<file path="src/rtl/ibex_irq_latch.sv">
// Interrupt front-end: synchronises raw interrupt lines, latches pending state
// (level or rising-edge per line) and picks the highest-priority enabled cause.
module ibex_irq_latch #(
    parameter int          SyncStages   = 2,
    parameter logic [14:0] FastEdgeMask = 15'h0000
) (
    input  logic        clk_i,
    input  logic        rst_ni,
    input  logic        irq_software_i,
    input  logic        irq_timer_i,
    input  logic        irq_external_i,
    input  logic [14:0] irq_fast_i,
    input  logic        irq_nm_i,
    input  logic [17:0] irq_en_i,
    input  logic        irq_ack_i,
    input  logic [4:0]  irq_ack_id_i,
    output logic [17:0] irqs_o,
    output logic        irq_nm_o,
    output logic        irq_valid_o,
    output logic [4:0]  irq_id_o
);

    localparam int NumLines = 19;

    // Line index matches the irqs_t layout with NMI stacked on top:
    // [14:0] fast, 15 external, 16 timer, 17 software, 18 NMI.
    localparam logic [NumLines-1:0] EdgeMask = {1'b1, 3'b000, FastEdgeMask};

    logic [NumLines-1:0] raw_lines;
    logic [NumLines-1:0] sync_reg [SyncStages];
    logic [NumLines-1:0] sync_s;
    logic [NumLines-1:0] hist_reg;
    logic [NumLines-1:0] edge_det;
    logic [NumLines-1:0] pending_reg;
    logic [NumLines-1:0] pending_next;
    logic [NumLines-1:0] active;
    logic [4:0]          irq_id_next;

    assign raw_lines = {irq_nm_i, irq_software_i, irq_timer_i, irq_external_i, irq_fast_i};
    assign sync_s    = sync_reg[SyncStages-1];
    assign edge_det  = sync_s & ~hist_reg;

    always_ff @(posedge clk_i) begin
        if (!rst_ni) begin
            for (int k = 0; k < SyncStages; k++) begin
                sync_reg[k] <= '0;
            end
            hist_reg    <= '0;
            pending_reg <= '0;
        end else begin
            sync_reg[0] <= raw_lines;
            for (int k = 1; k < SyncStages; k++) begin
                sync_reg[k] <= sync_reg[k-1];
            end
            hist_reg    <= sync_s;
            pending_reg <= pending_next;
        end
    end

    generate
        for (genvar gi = 0; gi < NumLines; gi++) begin : g_line
            if (EdgeMask[gi]) begin : g_edge
                localparam logic [4:0] LineId = (gi == NumLines - 1) ? 5'd31 : 5'(16 + gi);
                logic ack_hit;
                assign ack_hit = irq_ack_i && (irq_ack_id_i == LineId);
                // A fresh edge in the ack cycle must not be lost, so set wins.
                assign pending_next[gi] = (pending_reg[gi] & ~ack_hit) | edge_det[gi];
            end else begin : g_level
                assign pending_next[gi] = sync_s[gi];
            end
        end
    endgenerate

    assign active = pending_reg & {1'b1, irq_en_i};

    always_comb begin
        irq_id_next = 5'd0;
        if (active[18]) begin
            irq_id_next = 5'd31;
        end else if (|active[14:0]) begin
            // Walk downwards so the lowest fast index is the one left standing.
            for (int i = 14; i >= 0; i--) begin
                if (active[i]) begin
                    irq_id_next = 5'(16 + i);
                end
            end
        end else if (active[15]) begin
            irq_id_next = 5'd11;
        end else if (active[17]) begin
            irq_id_next = 5'd3;
        end else if (active[16]) begin
            irq_id_next = 5'd7;
        end
    end

    assign irqs_o      = pending_reg[17:0];
    assign irq_nm_o    = pending_reg[18];
    assign irq_valid_o = |active;
    assign irq_id_o    = irq_id_next;

endmodule

</file>
<file path="config.mk">
export PLATFORM = sky130hd
export DESIGN_NAME = ibex_irq_latch
export DESIGN_NICKNAME = d
export VERILOG_FILES = /design/src/rtl/ibex_irq_latch.sv
export SDC_FILE = /design/constraint.sdc
export NUM_CORES = 1
export LEC_CHECK = 0
export BUFFER_PORTS_ARGS = -buffer_cell sky130_fd_sc_hd__buf_2
export CAP_MARGIN = 20
export CORE_ASPECT_RATIO = 2
export CORE_MARGIN = 8
export CORE_UTILIZATION = 49
export DETAILED_ROUTE_END_ITERATION = 10
export PLACE_DENSITY = 0.88
export SYNTH_ARGS = -nofsm -noshare
export SYNTH_HDL_FRONTEND = slang
export SYNTH_SLANG_ARGS = --single-unit
</file>
<file path="constraint.sdc">
create_clock -name clk_i -period 2 [get_ports clk_i]
set_input_delay 0.3 -clock clk_i [delete_from_list [all_inputs] [get_ports clk_i]]
set_output_delay 0.3 -clock clk_i [all_outputs]
set_load 0.02 [all_outputs]
</file>
==> results by group <==
Logic synthesis
  – Cell variety after synth: 33
  – Cell Area, Synth: 2060 um^2
  – Syn_area_per_cell: 10.8 um^2
  – Main synth FF type: dfxtp_1
  – Mapped Nets: between 200 and 250
  – Register bit total from synthesis: 58
  – Post-synth EDFFs: 0
  – Cells after Synth: about 190
  – Syn. warnings: 0
  – Seq/Total Area, Yosys: 56.4%
  – FFs w/ async S/R, synth: 0%

STA
  – Max-slew headroom: 58.5%
  – Final slew viol count: 0
  – Highest clock rate: approximately 440 MHz
  – Hold Vio Cnt, Final: 0
  – Final Skew: around 0.0052 ns
  – Final setup viols: 6
  – Period Utilization, post-route: 114%
  – Slew @ Worst Pin: approximately 0.62 ns
  – PnR worst setup slack: -0.276 ns
  – Tmin final: 2.28 ns
  – RSZ-0062 raised after global routing: yes

Hold path
  – HP Class: input pin to register

Status
  – Status: finished, violations left
  – Violated checks: negative setup slack

Clocking
  – Clk_lat worst skew: 0.31 ns
  – Hold-fix buffers, CTS: 0
  – Clock tree from TritonCTS: built
  – H-tree Lvls: 3
  – CTS max path bufs: 2
  – Clock Pin Slew Worst Setup and Hold Paths: ~0.060 ns
  – CTS Sinks: 58
  – Clk root buf: clkbuf_8
  – CTS Buf Count: 9

Critical path
  – Largest stage delay on the critical path: around 0.43 ns
  – Critical path's top delay family: simple AND/OR/NAND/NOR gates
  – Crit. End Element: primary output
  – CP max-delay cell: a222oi_1
  – WS Path Type: register to primary output
  – Worst endpoint required time: 1.70 ns
  – Arrival time at the worst endpoint: ~2.0 ns
  – Worst path buffer plus inverter count: 1
  – Critical path fanouts, max: 3
  – CP Launch Type: register
  – Crit path cell chain: a222oi_1 > and3_4 > and2_4 > or3b_1 > buf_6

Flow run
  – Max-Cap Viols: 0

Drt
  – Remaining DRCs: 0
  – DRT Pass-1 Iters: 4
  – Routed wire length: approximately 4200 um
  – WL/cell: between 10 and 15 um
  – DRT iter0 DRCs: 82
  – Via count: around 1,500
  – Via/cell ratio: around 4.6
  – Post-route ant nets: 0

Floorplanning
  – Die H: between 100 and 150 um
  – Die width: 61.8 um
  – Ports: 70
  – Die area: about 6700 um^2
  – Core region area: a little over 4000 um^2
  – Row cnt: 33
  – Initial Util: 50.8%

Placement
  – IO buf count: 69
  – Placed cell count: 291
  – Routability cong.: roughly 0.76
  – Dpl hpwl: ~2900 um

Power and ir drop
  – Cell leakage power: approximately 1.3 nW
  – Peak VDD IR: between 600 and 700 uV
  – Overall Power: roughly 2.5 mW
  – Power density over cell area: between 900 and 1000 nW/um^2

Cells and area
  – Nets: ~310
  – Share of cells above drive strength 1: 44.7%
  – Final Non-Filler Cells: roughly 320
  – Max reg flops: 38
  – N_diodes: 0
  – Area Growth Syn to Fin: 29.9%

Global route
  – Largest net degree at the start of global routing: just under 60
  – Vias in the first global route: 1,476
  – First-pass GRT wire length: around 6300 um
  – Antenna violations before repair: 0
  – Gr usage total: approximately an eighth
  – Total grt overflow: 0
==> metrics by stage <==
stage | hold slack, ns | setup TNS (ns) | worst slack [ns] | cell area (um^2) | utilization, %
after floorplan | 0.406 | 0 | 0.153 | 2060 | -
after global placement | 0.413 | 0 | 0.0790 | 2330 | 57.6
after detailed placement | 0.413 | 0 | 0.0556 | 2330 | 57.6
after CTS | 0.170 | -0.609 | -0.177 | 2640 | 65.2
after global routing | 0.175 | -2.00 | -0.386 | 2670 | 66.0
final | 0.188 | -1.34 | -0.276 | 2670 | 66.0
==> placed cells by master (no fill, tap or decap), types with 2 or more instances in the layout <==
cell type and instances:
a22o_4 4, dfxtp_2 8, a22oi_1 3, nand2_1 10, a21oi_1 3, buf_6 5
clkinv_2 2, buf_4 12, clkbuf_8 10, a22oi_2 2, a32oi_1 2, buf_2 65
clkbuf_1 2, dfxtp_1 50, and2_1 58, o31ai_1 2
==> routing by layer <==
metal / share of wire (%) / GRT usage (%) / wire length [um]
met2: 53 / 22.7 / 2230
met3: 7.0 / 3.71 / 295
met4: 3.5 / 11.0 / 147
met1: 37 / 10.9 / 1550
met5: 0 / 0 / 0
==> logic make-up (layout without fill, tap and decap cells) <==
kind of cell | after synthesis | after routing | share of synthesized area [%]
buffers and inverters | 24 | 97 | 7.66
flip-flops | 58 | 58 | 56.4
AO/OA/AOI/OAI | 28 | 28 | 11.7
AND/OR/NAND/NOR | 81 | 81 | 24.2
==> power by group <==
part | switching (mW) | total, mW | internal, mW
clock network | 0.379 | 0.977 | 0.598
registers | 0.0163 | 1.22 | 1.20
logic | 0.130 | 0.278 | 0.149
==> Yosys cell counts, drive strengths merged (2+ instances only) <==
cell     n  area share [%]
buf     18             6.6
a21oi    3            0.73
a22o     5             3.0
clkbuf   6             1.1
a22oi    5             1.8
nand2   11             2.0
and3     2            0.61
o31ai    2            0.73
and2    59              18
dfxtp   58              56
a32oi    2            0.85
==> final timing paths <==
| kind | start | to | slack, ns | cells after the start |
|---|---|---|---|---|
| setup reg to reg | pending_reg[18] | pending_reg[18] | 1.20 | 2 |
| hold / removal | irq_fast_i[0] | sync_reg[0][0] | 0.19 | 2 |
| setup / recovery | hist_reg[14] | irq_valid_o | -0.28 | 5 |
| hold reg to reg | sync_reg[0][7] | sync_reg[0][26] | 0.42 | 1 |
==> layout make-up <==
| class | instances | area (um^2) |
|---|---|---|
| Sequential cell | 58 | 1170 |
| Multi-Input combinational cell | 109 | 778 |
| Clock inverter | 3 | 40.0 |
| Fill cell | 345 | 1380 |
| Timing Repair Buffer | 82 | 472 |
| Clock buffer | 12 | 145 |
| Tap cell | 52 | 65.1 |
==> worst register-to-register path, stage by stage (launching register included) <==
cell and delay [ns]:
dfxtp_1 0.44, o21ai_0 0.14, a21boi_0 0.15
==> what timing repair did <==
action,CTS,global route
pin swaps,11,6
buffers inserted,8,2
gates resized for setup,19,5
endpoints found under the setup margin,6,6
(Power assumes the default switching activity.)
